[src/rtl/ram_sp_arb2_pkg.sv]
// ram_sp_arb2_pkg
//   Shared definitions for the two-port RAM arbiter.
//   - state_t   : arbiter FSM encodings (free arbitration, locked to A, locked to B)
//   - CPortA/B  : requester indices into the 2-bit request/grant vectors
//   - otherPort : the priority value naming the port that is not p
package ram_sp_arb2_pkg;

  typedef enum logic [1:0] {
    S_ARB   = 2'd0,
    S_LOCKA = 2'd1,
    S_LOCKB = 2'd2
  } state_t;

  localparam int CPortA = 0;
  localparam int CPortB = 1;

  // Priority is one bit: 0 names port A, 1 names port B.
  function automatic logic otherPort(input logic p);
    return ~p;
  endfunction

endpackage

[src/rtl/ram_sp_arb2_pick.sv]
// arb_rr2_pick
//   Combinational 2-way round-robin picker.
//   Ports:
//     req   in  [1:0]  request vector, bit 0 = port A, bit 1 = port B
//     prio  in  1      port that wins a tie (0 = A, 1 = B)
//     grant out [1:0]  one-hot grant, or 0 when nothing requests
module arb_rr2_pick
  import ram_sp_arb2_pkg::*;
(
  input  logic [1:0] req,
  input  logic       prio,
  output logic [1:0] grant
);

  always_comb begin
    grant = req;
    if (req == 2'b11) begin
      grant = 2'b00;
      grant[prio ? CPortB : CPortA] = 1'b1;
    end
  end

endmodule

[src/rtl/ram_sp_arb2.sv]
// ram_sp_arb2
//   Shares one single-port synchronous RAM (1-cycle read latency, per-bit
//   write mask) between requesters A and B. Round-robin arbitration with an
//   optional bounded lock so one port can run a read-modify-write sequence.
//   Grants are combinational: the granted port's command is muxed straight
//   onto the RAM pins in the cycle it is acknowledged.
//   Ports:
//     AClkH, AResetN, AClkHEn    clock, async active-low reset, clock enable
//     AReqX/ALockX               request / keep grant after this access
//     AAddrX/AMosiX/AWrEnX/ARdEnX  access command (address, data, bit mask, read)
//     AAckX                      access accepted this cycle
//     AMisoX/AVldX               read data (0 when not valid) and valid
//     ARamAddr/Mosi/WrEn/RdEn    to RAM wrapper; ARamMiso from RAM
module ram_sp_arb2
  import ram_sp_arb2_pkg::*;
#(
  parameter int CAddrLen = 8,
  parameter int CDataLen = 16,
  parameter int CLockMax = 8
) (
  input  logic                AClkH,
  input  logic                AResetN,
  input  logic                AClkHEn,

  input  logic                AReqA,
  input  logic                ALockA,
  input  logic [CAddrLen-1:0] AAddrA,
  input  logic [CDataLen-1:0] AMosiA,
  input  logic [CDataLen-1:0] AWrEnA,
  input  logic                ARdEnA,
  output logic                AAckA,
  output logic [CDataLen-1:0] AMisoA,
  output logic                AVldA,

  input  logic                AReqB,
  input  logic                ALockB,
  input  logic [CAddrLen-1:0] AAddrB,
  input  logic [CDataLen-1:0] AMosiB,
  input  logic [CDataLen-1:0] AWrEnB,
  input  logic                ARdEnB,
  output logic                AAckB,
  output logic [CDataLen-1:0] AMisoB,
  output logic                AVldB,

  output logic [CAddrLen-1:0] ARamAddr,
  output logic [CDataLen-1:0] ARamMosi,
  output logic [CDataLen-1:0] ARamWrEn,
  output logic                ARamRdEn,
  input  logic [CDataLen-1:0] ARamMiso
);

  localparam int CCntLen = $clog2(CLockMax + 1);

  state_t               fState, nState;
  logic                 fPrio, nPrio;
  logic [CCntLen-1:0]   fLockCnt, nLockCnt;
  logic                 fRdA, fRdB;

  logic [1:0]           req;
  logic [1:0]           pick;
  logic [1:0]           grant;
  logic                 lockLast;

  assign req = {AReqB, AReqA};

  arb_rr2_pick uPick (
    .req   (req),
    .prio  (fPrio),
    .grant (pick)
  );

  // fLockCnt holds the number of accesses already granted in the current
  // locked sequence, so the grant taken while it equals CLockMax-1 is the
  // last one allowed.
  assign lockLast = (fLockCnt >= CCntLen'(CLockMax - 1));

  always_comb begin
    grant    = 2'b00;
    nState   = fState;
    nPrio    = fPrio;
    nLockCnt = fLockCnt;
    case (fState)
      S_ARB: begin
        grant = pick;
        if (grant != 2'b00) begin
          // The tie winner hands priority to the other port.
          if (req == 2'b11)
            nPrio = grant[CPortA] ? 1'(CPortB) : 1'(CPortA);
          // With CLockMax==1 the first grant is already the last, so no lock.
          if ((grant[CPortA] ? ALockA : ALockB) && (CLockMax > 1)) begin
            nState   = grant[CPortA] ? S_LOCKA : S_LOCKB;
            nLockCnt = CCntLen'(1);
          end
        end
      end
      S_LOCKA: begin
        grant[CPortA] = AReqA;
        if (AReqA) begin
          if (!ALockA || lockLast) begin
            nState   = S_ARB;
            nPrio    = otherPort(1'(CPortA));
            nLockCnt = '0;
          end else begin
            nLockCnt = fLockCnt + CCntLen'(1);
          end
        end
      end
      S_LOCKB: begin
        grant[CPortB] = AReqB;
        if (AReqB) begin
          if (!ALockB || lockLast) begin
            nState   = S_ARB;
            nPrio    = otherPort(1'(CPortB));
            nLockCnt = '0;
          end else begin
            nLockCnt = fLockCnt + CCntLen'(1);
          end
        end
      end
      default: begin
        nState   = S_ARB;
        nLockCnt = '0;
      end
    endcase
  end

  always_ff @(posedge AClkH or negedge AResetN) begin
    if (!AResetN) begin
      fState   <= S_ARB;
      fPrio    <= 1'(CPortA);
      fLockCnt <= '0;
      fRdA     <= 1'b0;
      fRdB     <= 1'b0;
    end else if (AClkHEn) begin
      fState   <= nState;
      fPrio    <= nPrio;
      fLockCnt <= nLockCnt;
      fRdA     <= grant[CPortA] & ARdEnA;
      fRdB     <= grant[CPortB] & ARdEnB;
    end
  end

  assign AAckA = grant[CPortA] & AClkHEn;
  assign AAckB = grant[CPortB] & AClkHEn;

  // Strobes are also gated by the enable so a stalled cycle never writes.
  always_comb begin
    ARamAddr = '0;
    ARamMosi = '0;
    ARamWrEn = '0;
    ARamRdEn = 1'b0;
    if (grant[CPortA]) begin
      ARamAddr = AAddrA;
      ARamMosi = AMosiA;
      ARamWrEn = AWrEnA & {CDataLen{AClkHEn}};
      ARamRdEn = ARdEnA & AClkHEn;
    end else if (grant[CPortB]) begin
      ARamAddr = AAddrB;
      ARamMosi = AMosiB;
      ARamWrEn = AWrEnB & {CDataLen{AClkHEn}};
      ARamRdEn = ARdEnB & AClkHEn;
    end
  end

  // The RAM output is stalled by the same enable, so holding fRdX keeps
  // the returned word stable across AClkHEn=0 cycles.
  assign AVldA  = fRdA;
  assign AVldB  = fRdB;
  assign AMisoA = fRdA ? ARamMiso : '0;
  assign AMisoB = fRdB ? ARamMiso : '0;

endmodule

[config.mk]
export PLATFORM = sky130hd
export DESIGN_NAME = ram_sp_arb2
export DESIGN_NICKNAME = d
export VERILOG_FILES = /design/src/rtl/ram_sp_arb2_pkg.sv /design/src/rtl/ram_sp_arb2_pick.sv /design/src/rtl/ram_sp_arb2.sv
export SDC_FILE = /design/constraint.sdc
export NUM_CORES = 1
export LEC_CHECK = 0
export CORE_ASPECT_RATIO = 0.7
export CORE_MARGIN = 1.5
export CORE_UTILIZATION = 26
export CTS_CLUSTER_DIAMETER = 50
export DETAILED_ROUTE_END_ITERATION = 6
export PLACE_DENSITY = 0.89
export SETUP_SLACK_MARGIN = 0.4
export SLEW_MARGIN = 20
export SYNTH_ARGS = -nofsm -noshare
export SYNTH_HDL_FRONTEND = slang
export SYNTH_HIERARCHICAL = 1
export SYNTH_SLANG_ARGS = --single-unit
[constraint.sdc]
create_clock -name AClkH -period 4 [get_ports AClkH]
set_input_delay 0.6 -clock AClkH [delete_from_list [all_inputs] [get_ports AClkH]]
set_output_delay 0.6 -clock AClkH [all_outputs]
set_load 0.02 [all_outputs]
== Yosys cells after proc, flatten, opt, wreduce, memory -nomap -nowiden ==
Index checks and enable logic that the tools add are counted.
Widths: inputs -> output; s select.

* Mux-type cells: 40
* Add/sub/neg operators: 1
* Eq/ne operators: 10
* Reduce and logical (&&, ||, !) cells: 11
* Bitwise gates (word level): 8
* Magnitude comparators: 3

{| class="wikitable"
|+ Operator list
! cell !! count
|-
| $mux 16 || 6
|-
| $and 16x16->16 || 2
|-
| $ge 32x1->1 const B || 1
|-
| $lt 32x3->1 const B || 1
|-
| $mux 4 || 6
|-
| $mux 2 || 8
|-
| $mux 8 || 2
|-
| $ne 2x2->1 const B || 7
|-
| $mux 1 || 12
|-
| $pmux 4 s3 || 1
|-
| $reduce_and 8->1 || 1
|-
| $reduce_and 7->1 || 1
|-
| $and 1x1->1 || 6
|-
| $pmux 2 s3 || 1
|-
| $reduce_and 5->1 || 1
|-
| $add 4x1->4 const B || 1
|-
| $eq 2x2->1 const B || 2
|-
| $ge 4x3->1 const B || 1
|-
| $pmux 1 s2 || 2
|-
| $pmux 1 s3 || 1
|-
| $reduce_bool 3->1 || 1
|-
| $eq 2x1->1 const B || 1
|-
| $logic_not 1->1 || 2
|-
| $logic_not 2->1 || 1
|-
| 4 further kinds || 5
|}

* Word-level logic and storage cells: 78
* Output and inout port bits: 77
* Flip-flop bits (word level): 9
* Input bits: 105

== Depth between registers and ports, before layout ==
Gate-level depths: netlist (run 1).

* Depth in word-level cells: 10
* Depth in mapped cells: 9
* Mapped depth without buffers: 6

== Hierarchy ==
The synthesis (run 1) kept the hierarchy.

{| class="wikitable"
|+ Modules (own cells, without submodules)
! module !! sequential area each (µm²) !! cells each !! area an instance (µm²) !! instances
|-
| ram_sp_arb2 || 225.2 || 145 || 1212.4 || 1
|-
| arb_rr2_pick || 0.0 || 3 || 18.8 || 1
|}

== Worst setup path before layout (run 1) ==
No wires, ideal clock.

* Path type: in2out
* Start: input AReqB
* End: output ARamWrEn[10]
* Data required time: 3400 ps
* Path buffers: 2
* Arrival: 2014 ps
* Setup slack: 1386 ps
* Stages: 7
* Cell sequence: a21boi_1 -> a22oi_2 -> nor2b_1 -> nor2b_1 -> buf_2 -> buf_6 -> a22o_1

* Longest elaborated chain between the ends: 5
* Elaborated cells between the ends (all ways): 6
* Those cells by class: eq/ne: 1; mux: 5

{| class="wikitable"
|+ RTL lines
! what !! RTL line !! text
|-
| from (decl) || ram_sp_arb2.sv:35 || <nowiki>input logic AReqB,</nowiki>
|-
| $eq 2x2->1 || ram_sp_arb2_pick.sv:17 || <nowiki>if (req == 2'b11) begin</nowiki>
|-
| $mux 2 || ram_sp_arb2_pick.sv:17 ||
|-
| $pmux 1 s2 || ram_sp_arb2.sv:82 || <nowiki>case (fState)</nowiki>
|-
| $mux 16 || ram_sp_arb2.sv:157 || <nowiki>end else if (grant[CPortB]) begin</nowiki>
|-
| $mux 16 (*) || ram_sp_arb2.sv:152 || <nowiki>if (grant[CPortA]) begin</nowiki>
|-
| to (decl) || ram_sp_arb2.sv:47 || <nowiki>output logic [CDataLen-1:0] ARamWrEn,</nowiki>
|}

Mark *: on every way between the ends. The rest lies on a longest branch, timed or not.

== Final worst setup path (run 1) ==
* Start: input AReqA
* End: output ARamMosi[9]

* Elaborated cells between the ends (all ways): 6
* Those cells by class: eq/ne: 1; mux: 5

{| class="wikitable"
|+ RTL lines
! what !! RTL line !! text
|-
| from (decl) || ram_sp_arb2.sv:25 || <nowiki>input logic AReqA,</nowiki>
|-
| $eq 2x2->1 || ram_sp_arb2_pick.sv:17 ||
|-
| $mux 2 (*) || ram_sp_arb2_pick.sv:17 ||
|-
| via pick[0] || ram_sp_arb2.sv:60 || <nowiki>logic [1:0] pick;</nowiki>
|-
| $pmux 1 s2 (*) || ram_sp_arb2.sv:82 ||
|-
| $mux 16 (*) || ram_sp_arb2.sv:152 ||
|-
| to (decl) || ram_sp_arb2.sv:46 || <nowiki>output logic [CDataLen-1:0] ARamMosi,</nowiki>
|}

The timed path passes the listed nets; every way through them passes the cells marked *.

==> results of run 1 <==
==> power by group through the flow <==
| stage | sequential (µW) | combinational, µW | clock [µW] |
|---|---|---|---|
| 2_1_floorplan | 151 | 693 | 0 |
| 5_1_grt | 170 | 1320 | 119 |
| 3_5_place_dp | 163 | 1240 | 0 |
| 3_3_place_gp | 161 | 1220 | 0 |
| 4_1_cts | 162 | 1240 | 113 |
| 6_report | 162 | 1240 | 110 |
==> kinds of logic (layout without fill, tap and decap cells) <==
group / Yosys count / in the layout / synth area share [%]
AOI/OAI and AO/OA: 58 / 58 / 39.33
and+or+nand+nor: 50 / 50 / 23.27
buffers and inverters: 20 / 198 / 8.840
DFF: 9 / 9 / 18.29
muxes: 6 / 6 / 5.183
adders and majority gates: 5 / 5 / 5.081
==> final cells by class <==
class	instances	area [µm²]
fill	355	1338
multi-input combinational	119	902.1
timing repair buffer	185	1842
sequential	9	225.2
tap	55	68.82
inverter	9	33.78
clock buffer	4	45.04
==> worst max-delay path, cell delays in order <==
cell	delay [ns]
sky130_fd_sc_hd__clkdlybuf4s50_1	0.56
sky130_fd_sc_hd__a21boi_1	0.24
sky130_fd_sc_hd__a22o_1	0.17
sky130_fd_sc_hd__buf_4	0.28
sky130_fd_sc_hd__nor2_2	0.06
sky130_fd_sc_hd__buf_4	0.21
sky130_fd_sc_hd__a22o_1	0.20
sky130_fd_sc_hd__clkdlybuf4s50_1	0.57
==> metrics by stage <==
step,instances,setup slack (ns),util [%]
final,381,0.5037,69.97
after global routing,381,0.3911,69.97
after CTS,381,0.4335,69.86
after detailed placement,377,0.4285,68.85
after global placement,377,0.4609,68.85
after floorplan,148,1.386,-
==> what timing repair did <==
action	CTS	global route
endpoints found under the setup margin	0	17
gates resized for setup	0	2
hold buffers	0	0
==> sequential cells by signal, indices dropped and copies added, names as in the netlist <==
register,cells
AVldA,1
AVldB,1
fLockCnt,4
fState,2
fPrio,1
==> worst max path at each step <==
stage                     start            to  slack, ns  depth (start not counted)
after floorplan           AReqB  ARamWrEn[10]       1.39                          7
final                     AReqA   ARamMosi[9]       0.50                          8
after CTS                 AReqA   ARamWrEn[1]       0.43                          6
after global placement    AReqB   ARamWrEn[9]       0.46                          8
after detailed placement  AReqB   ARamWrEn[1]       0.43                          8
after global routing      AReqA   ARamMosi[9]       0.39                          8
==> metal layers <==
layer  global-route usage, %  part of all wire (%)
met3                   5.442                   7.3
met1                   24.98                    36
met2                   42.97                    55
met4                   4.684                  0.80
met5                       0                     0
==> synthesized netlist by cell type <==
library cell,n
sky130_fd_sc_hd__a31oi_1,4
sky130_fd_sc_hd__mux2_2,3
sky130_fd_sc_hd__clkbuf_1,4
sky130_fd_sc_hd__a41oi_1,1
sky130_fd_sc_hd__nand2_1,7
sky130_fd_sc_hd__buf_6,4
sky130_fd_sc_hd__nand2b_1,1
sky130_fd_sc_hd__mux2i_1,3
sky130_fd_sc_hd__a22oi_2,1
sky130_fd_sc_hd__o211ai_1,2
sky130_fd_sc_hd__nand3b_1,1
sky130_fd_sc_hd__buf_2,3
sky130_fd_sc_hd__a21boi_1,2
sky130_fd_sc_hd__dfrtp_1,9
sky130_fd_sc_hd__ha_1,5
sky130_fd_sc_hd__nor2_2,1
sky130_fd_sc_hd__nor2_1,3
sky130_fd_sc_hd__nor2b_1,2
sky130_fd_sc_hd__o221a_2,1
sky130_fd_sc_hd__inv_1,9
sky130_fd_sc_hd__nand3_1,2
sky130_fd_sc_hd__o21ai_0,2
sky130_fd_sc_hd__and2_1,33
sky130_fd_sc_hd__a21oi_1,2
sky130_fd_sc_hd__a22o_1,43
==> metrics, run 1 <==
count of port buffers added during placement=181; most frequent standard cell in the layout excluding fill and tap cells=sky130_fd_sc_hd__clkdlybuf4s50_1; final HPWL from detailed placement=5.272 mm; ratio of cells with drive above 1 in the final layout=under 10%; cell count after synthesis=148; most used cells in the layout excluding fill and tap cells=181 x sky130_fd_sc_hd__clkdlybuf4s50_1, 43 x sky130_fd_sc_hd__a22o_1, 32 x sky130_fd_sc_hd__and2_1, 9 x sky130_fd_sc_hd__dfrtp_1, 9 x sky130_fd_sc_hd__inv_1; Seq pwr share=about a tenth; post-route total power=1511 µW; Hold Path Class=register to register; crit share post-route=a little under 90%; setup slack of the worst register-to-register path=2.26 ns; P_int=just over 800 µW; Reg2Reg Depth=6; clock tree from TritonCTS=yes; Synth Area per Inst=slightly above 8 µm²; Final Hold Viols=0; I/O pin total=~180; required time worst endpoint=around 3.4 ns; yosys warns=6; violations in the final reports=design-rule violations; Static Leakage=0.001254 µW; fraction of the yosys area taken by sequential cells=a little under a fifth; first-pass GRT wire length=between 8 and 9 mm; overflow left after global routing=0; buffers inserted during post-CTS setup optimization=0; largest net degree at the start of global routing=27; Final min period=about 3.5 ns; part of the total power dissipated in the clock network=7.3%; type of element launching the critical path=input port; critical hold path startpoint=fLockCnt[3]$_DFFE_PN0P_; pwr dens=just under 500 nW/µm²; Hold Path Cell Cnt=1; max-cap violations=0; Placement Cell Area=~3100 µm²; number of remaining DRC errors=10; global routing usage summed across all routing layers=roughly 22%; signal arrival time at the worst endpoint=around 2.9 ns; Num Clock Sinks=9; clk_lat worst skew=between 0.2 and 0.25 ns; number of synthesized register bits=9; Total Nets Final=between 400 and 500; Synth cell types=25; Sw Pwr=slightly below 700 µW; count of antenna-violating nets left after detailed routing=0; launching point of the worst reg2reg path=fState[1]$_DFFE_PN0P_; highest clock rate=286.0 MHz; Floorplan Core Area=4454 µm²; worst clock skew on the final layout=roughly 0.0025 ns; final instance area=between 3000 and 4000 µm²; number of buffers between clock root and the deepest sink=2; average wire per standard cell=about 16 µm; nets in the synthesized netlist=between 200 and 300; initial standard-cell utilization of the core=approximately 28%; outcome=finished, violations left; Hold WS=roughly 0.5 ns; total CTS buffers=3; crit path capture type=output pin; number of antenna violations at the first check in global routing=0; slew at the pin with the worst max-slew slack=between 0.4 and 0.5 ns; setup repair after global routing missed its margin=true; area delta synth->final=153.2%; Routed Wire Length=6.136 mm; Setup TNS Final=0 ns; number of iterations in the first detailed-routing pass=6; floorplan die area=5164 µm²; die height=around 60 µm; cell area after synthesis=around 1200 µm²; weighted congestion reported at the end of routability-driven placement=0.8654; share of the synthesized area in the top cell type=a little under a third; hold worst-path end=fLockCnt[3]$_DFFE_PN0P_; maximum vdd drop=0.0002659 V; number of standard-cell rows in the floorplan=20; post-detailed-route via-to-cell ratio=roughly 4.8; switch share=45.37%; Synth area leaders=sky130_fd_sc_hd__a22o_1 31%, sky130_fd_sc_hd__dfrtp_1 18%, sky130_fd_sc_hd__and2_1 17%; Crit Path Class=input port to output pin; vias=1,823; number of antenna cells inserted=0; highest net fanout along the worst path=26; final-report setup violation count=0; number of global-route vias before repair=around 1,700; detailed router's first-iteration violation count=50; root buffer selected by CTS=sky130_fd_sc_hd__clkbuf_8; worst rel slew slack=70.32%; number of levels in the clock H-tree=1; overall die width=between 80 and 90 µm; clock transition time at the flip-flop clock pins of the worst setup and hold paths=~0.050 ns; endpoint of the lowest-slack register-to-register path=fLockCnt[1]$_DFFE_PN0P_; Final Slew Violations=0; Synth area leader=sky130_fd_sc_hd__a22o_1; Combinational Power Share=roughly four fifths
(Power assumes the default switching activity.)
==> run 2: changes to the inputs <==
- SKIP_LAST_GASP: default -> 1
==> results of run 2 <==
Same layout as run 1: the final DEF is identical, and so are final timing and power.
==> run 3: changes to the inputs <==
- HOLD_SLACK_MARGIN: default -> 0.03
==> results of run 3 <==
Same layout as run 1: the final DEF is identical, and so are final timing and power.
==> RTL change 1, RTL diff (settings of run 1) <==
Change the parameter `CLockMax` from 8 to 4.
--- a/src/rtl/ram_sp_arb2.sv
+++ b/src/rtl/ram_sp_arb2.sv
@@ -18,3 +18,3 @@
   parameter int CDataLen = 16,
-  parameter int CLockMax = 8
+  parameter int CLockMax = 4
 ) (
Behaviour: not the same (a bounded check fails within 10 cycles, from zero or initial values and one cycle with AResetN low).
==> RTL change 1 against run 1 <==
  * Highest routed layer unchanged
  * Count of clock-buffer cells in the layout decreased by 1
  * Area after synthesis shrank 2.5%
  * Wire length decreased by 2.2%
  * Hold slack gained 29 ps
  * Total power fell by 2.1%
  * Non-clock buffer count stayed put
  * Sequential cell count is 1 lower
  * Register-to-register slack improved by 30 ps
  * Setup slack gained 40 ps
  * Design area shrank 0.88%
  * Core utilization rose by 0.57 points
==> RTL change 1: results (changes against run 1) <==
----------------------------------------------------
[Power]
  Maximum vdd drop ... 0.000276 V (was 0.000266 V)
  LEAKAGE ... 1.23 nW (was 1.25 nW)

[Place]
  Post-DP HPWL ... 5120 µm (was 5270 µm)
  Post-Place Cell Area ... 0.00304 mm² (was 0.00307 mm²)
  Final weighted congestion in routability-driven placement ... 0.837 (was 0.865)
  Worst setup slack before clock tree synthesis ... 440 ps (was 428 ps)
  Cells after DPL ... 373 (was 377)

[Timing]
  Minimum hold slack ... 541 ps (was 512 ps)
  Slew @ Worst Pin ... 453 ps (was 444 ps)
  Final setup slack of the worst path ... 544 ps (was 504 ps)
  Clock Skew ... 7.00 ps (was 2.50 ps)

[Global routing]
  Global-route wire length before repair ... 8800 µm (about the same)
  GRT Resource Usage Total ... 22.4% (was 22.0%)
  Number of global-route vias before repair ... 1732 (was 1661)

[Synth]
  Number of distinct library cells after synthesis ... 29 (was 25)
  Area contributors post-synth ... sky130_fd_sc_hd__a22o_1, sky130_fd_sc_hd__and2_1, sky130_fd_sc_hd__dfrtp_1, sky130_fd_sc_hd__ha_1, sky130_fd_sc_hd__buf_6 (was sky130_fd_sc_hd__a22o_1, sky130_fd_sc_hd__dfrtp_1, sky130_fd_sc_hd__and2_1, sky130_fd_sc_hd__ha_1, sky130_fd_sc_hd__buf_6)
  Gate count of the mapped netlist ... 144 (was 148)
  Top cells by count, synth ... sky130_fd_sc_hd__a22o_1, sky130_fd_sc_hd__and2_1, sky130_fd_sc_hd__dfrtp_1, sky130_fd_sc_hd__inv_1, sky130_fd_sc_hd__nand2_1 (unchanged)
  Synthesized net count ... 255 (was 258)

[Outcome]
  Status ... finished, final reports clean (was finished with violations)

[Finish]
  Registers with the highest flip-flop counts ... fLockCnt x3, fState x2 (was fLockCnt x4, fState x2)
  Final net count ... 434 (was 437)
  Layout fillers ... 354 (was 355)

[Detailed routing]
  First-pass DRT Iterations ... 4 (was 6)
  Overall via count from detail_route ... 1792 (was 1823)

[Worst setup path]
  Register-to-register setup slack ... 2290 ps (was 2260 ps)
  Worst Path Max Fanout ... 17 (was 26)
  WP data arrival ... 2860 ps (was 2900 ps)
  Worst setup path startpoint ... AReqB (was AReqA)

[Hold path]
  Source of the worst hold timing path ... fLockCnt[1] (was fLockCnt[3])

----------------------------------------------------
[RTL change 1: repair_timing]
action                     4_1_cts  5_1_grt
setup endpoints to repair        0       30
resized for setup                0        3
hold buffers                     0        0
[RTL change 1: final timing paths]
kind	cells after the start	to
min reg2reg	1	fLockCnt[1]
min	1	fLockCnt[1]
min in group asynchronous	1	fLockCnt[2]
max reg2reg	6	fLockCnt[2]
max in group asynchronous	1	fState[1]
max	8	ARamWrEn[6]
[RTL change 1: metal layers]
metal / GRT usage [%] / wire length [µm] / vias up
li1: - / - / 890
met1: 26.2 / 2340 / 826
met2: 42.9 / 3240 / 72
met3: 5.25 / 390 / 4
met4: 4.22 / 36 / 0
met5: 0 / 0 / -
[RTL change 1: cells by family (layout without fill, tap and decap cells)]
| logic type | count (synthesis) | count (layout) | synth area share [%] |
|---|---|---|---|
| and+or+nand+nor | 49 | 49 | 23.9 |
| buffers and inverters | 19 | 196 | 8.45 |
| AOI/OAI and AO/OA | 56 | 56 | 39.4 |
| DFF | 8 | 8 | 16.7 |
| adders and majority gates | 6 | 6 | 6.26 |
| muxes | 6 | 6 | 5.32 |
[RTL change 1: cell type report]
cell class / count / area, µm² / share of cell area [%]
clock buffer: 3 / 41.3 / 1.34
inverter: 8 / 30.0 / 0.972
multi-input combinational: 117 / 903 / 29.2
sequential: 8 / 200 / 6.48
tap: 55 / 68.8 / 2.23
timing repair buffer: 185 / 1850 / 59.7
[RTL change 1: worst register-to-register path, stage by stage (launching register included)]
cell                      delay [ps]
sky130_fd_sc_hd__dfrtp_1         390
sky130_fd_sc_hd__inv_1           100
sky130_fd_sc_hd__ha_1            230
sky130_fd_sc_hd__inv_1            60
sky130_fd_sc_hd__o221a_2         310
sky130_fd_sc_hd__nand2_1         150
sky130_fd_sc_hd__mux2_2          360
[RTL change 1: report_power, final]
| part | internal (mW) | switching [mW] | leakage [nW] | total (mW) |
|---|---|---|---|---|
| Sequential | 0.108 | 0.0385 | 0.103 | 0.146 |
| Combinational | 0.640 | 0.593 | 1.11 | 1.23 |
| Clock | 0.0655 | 0.0347 | 0.0216 | 0.100 |
==> RTL change 2, RTL diff (flow settings as in run 1) <==
Made on the original files. Re-encode `state_t` (3 states) as one-hot, 3 bits wide.
--- a/src/rtl/ram_sp_arb2_pkg.sv
+++ b/src/rtl/ram_sp_arb2_pkg.sv
@@ -7,6 +7,6 @@
 
-  typedef enum logic [1:0] {
-    S_ARB   = 2'd0,
-    S_LOCKA = 2'd1,
-    S_LOCKB = 2'd2
+  typedef enum logic [2:0] {
+    S_ARB   = 3'b001,
+    S_LOCKA = 3'b010,
+    S_LOCKB = 3'b100
   } state_t;
Function: same outputs for any inputs over 10 cycles, from zero or initial values and one cycle with AResetN low; not proved beyond that.
==> RTL change 2 against run 1 <==
  * Clock skew is 1.8 ps lower
  * Core utilization is 2.5 points lower
  * Total power is 2.5% higher
  * Clock power is 14% higher
  * Setup slack better by 76 ps
  * Sequential cell count is 1 higher
  * Global-route usage is 1.6 points lower
  * Design area is 5.7% higher
  * Area after synthesis is 9.9% higher
  * Wire length is 1.8% higher
  * First-iteration DRC count is 38% lower
  * Register-to-register slack worse by 110 ps
==> RTL change 2: results (changes against run 1) <==
----------------------------------------------------
[Outcome]
  Status ... finished, final reports clean (was finished with violations)

[Global routing]
  Global Route met1 Usage ... 22.2% (was 25.0%)
  Number of global-route vias before repair ... 1793 (was 1661)
  GRT Resource Usage Total ... 20.5% (was 22.0%)
  Global-route wire length before repair ... 9010 µm (was 8800 µm)
  Met2 capacity usage during global routing ... 37.7% (was 43.0%)
  Maximum number of pins on one net before global-route repair ... 25 (was 27)
  Met3 Resource Use GR ... 6.55% (was 5.44%)

[Detailed routing]
  First-pass DRT Iterations ... 4 (was 6)

[Power]
  LEAKAGE ... 1.54 nW (was 1.25 nW)

[Worst setup path]
  Worst R2R End ... fState[2] (was fLockCnt[1])
  Worst setup path startpoint ... AReqB (was AReqA)
  Worst Path Max Fanout ... 24 (was 26)
  RR Startpoint ... fState[0] (was fState[1])
  Worst Reg-to-Reg Cells ... 4 (was 6)

[Place]
  Post-DP HPWL ... 5230 µm (was 5270 µm)
  Final weighted congestion in routability-driven placement ... 0.824 (was 0.865)
  Worst setup slack before clock tree synthesis ... 366 ps (was 428 ps)

[Synth]
  Synthesized net count ... 259 (was 258)
  Portion of the post-synthesis area used by sequential elements ... 18.6% (was 18.3%)
  Fraction of the mapped netlist area in compound gates ... 39.0% (was 39.3%)
  Multiplexer area fraction after synthesis ... 5.92% (was 5.18%)
  Post-synthesis adder-cell area fraction ... 0.925% (was 5.08%)

[Hold path]
  Source of the worst hold timing path ... fPrio (was fLockCnt[3])

[Finish]
  Final net count ... 436 (was 437)
  Fraction of final layout cells sized beyond drive strength 1 ... 8.21% (was 4.60%)

[Timing]
  Shortest period the worst path allows ... 3420 ps (was 3500 ps)
  Worst relative slew slack ... 66.1% (was 70.3%)

----------------------------------------------------
-- RTL change 2: cell type report --
type / instances / area (µm²)
Tap cell: 69 / 86.3
Fill cell: 398 / 1590
Multi-Input combinational cell: 124 / 993
Inverter: 5 / 18.8
Sequential cell: 10 / 251
Timing Repair Buffer: 186 / 1890
Clock buffer: 4 / 55.1
-- RTL change 2: critical path, cell delays in order --
cell and delay, ps:
sky130_fd_sc_hd__clkdlybuf4s50_1 560, sky130_fd_sc_hd__a21boi_2 260, sky130_fd_sc_hd__nand3b_2 120, sky130_fd_sc_hd__a211oi_2 190
sky130_fd_sc_hd__buf_4 290, sky130_fd_sc_hd__a22o_1 190, sky130_fd_sc_hd__clkdlybuf4s50_1 610
-- RTL change 2: power by group --
group	total (mW)	switching, mW	internal (mW)
Sequential	0.222	0.0854	0.137
Combinational	1.20	0.574	0.628
Clock	0.125	0.0382	0.0864
-- RTL change 2: layer usage --
layer	share of wire [%]	routed length, µm
met5	0	0
met4	2.4	153
met3	9.4	585
met2	49	3070
met1	39	2430
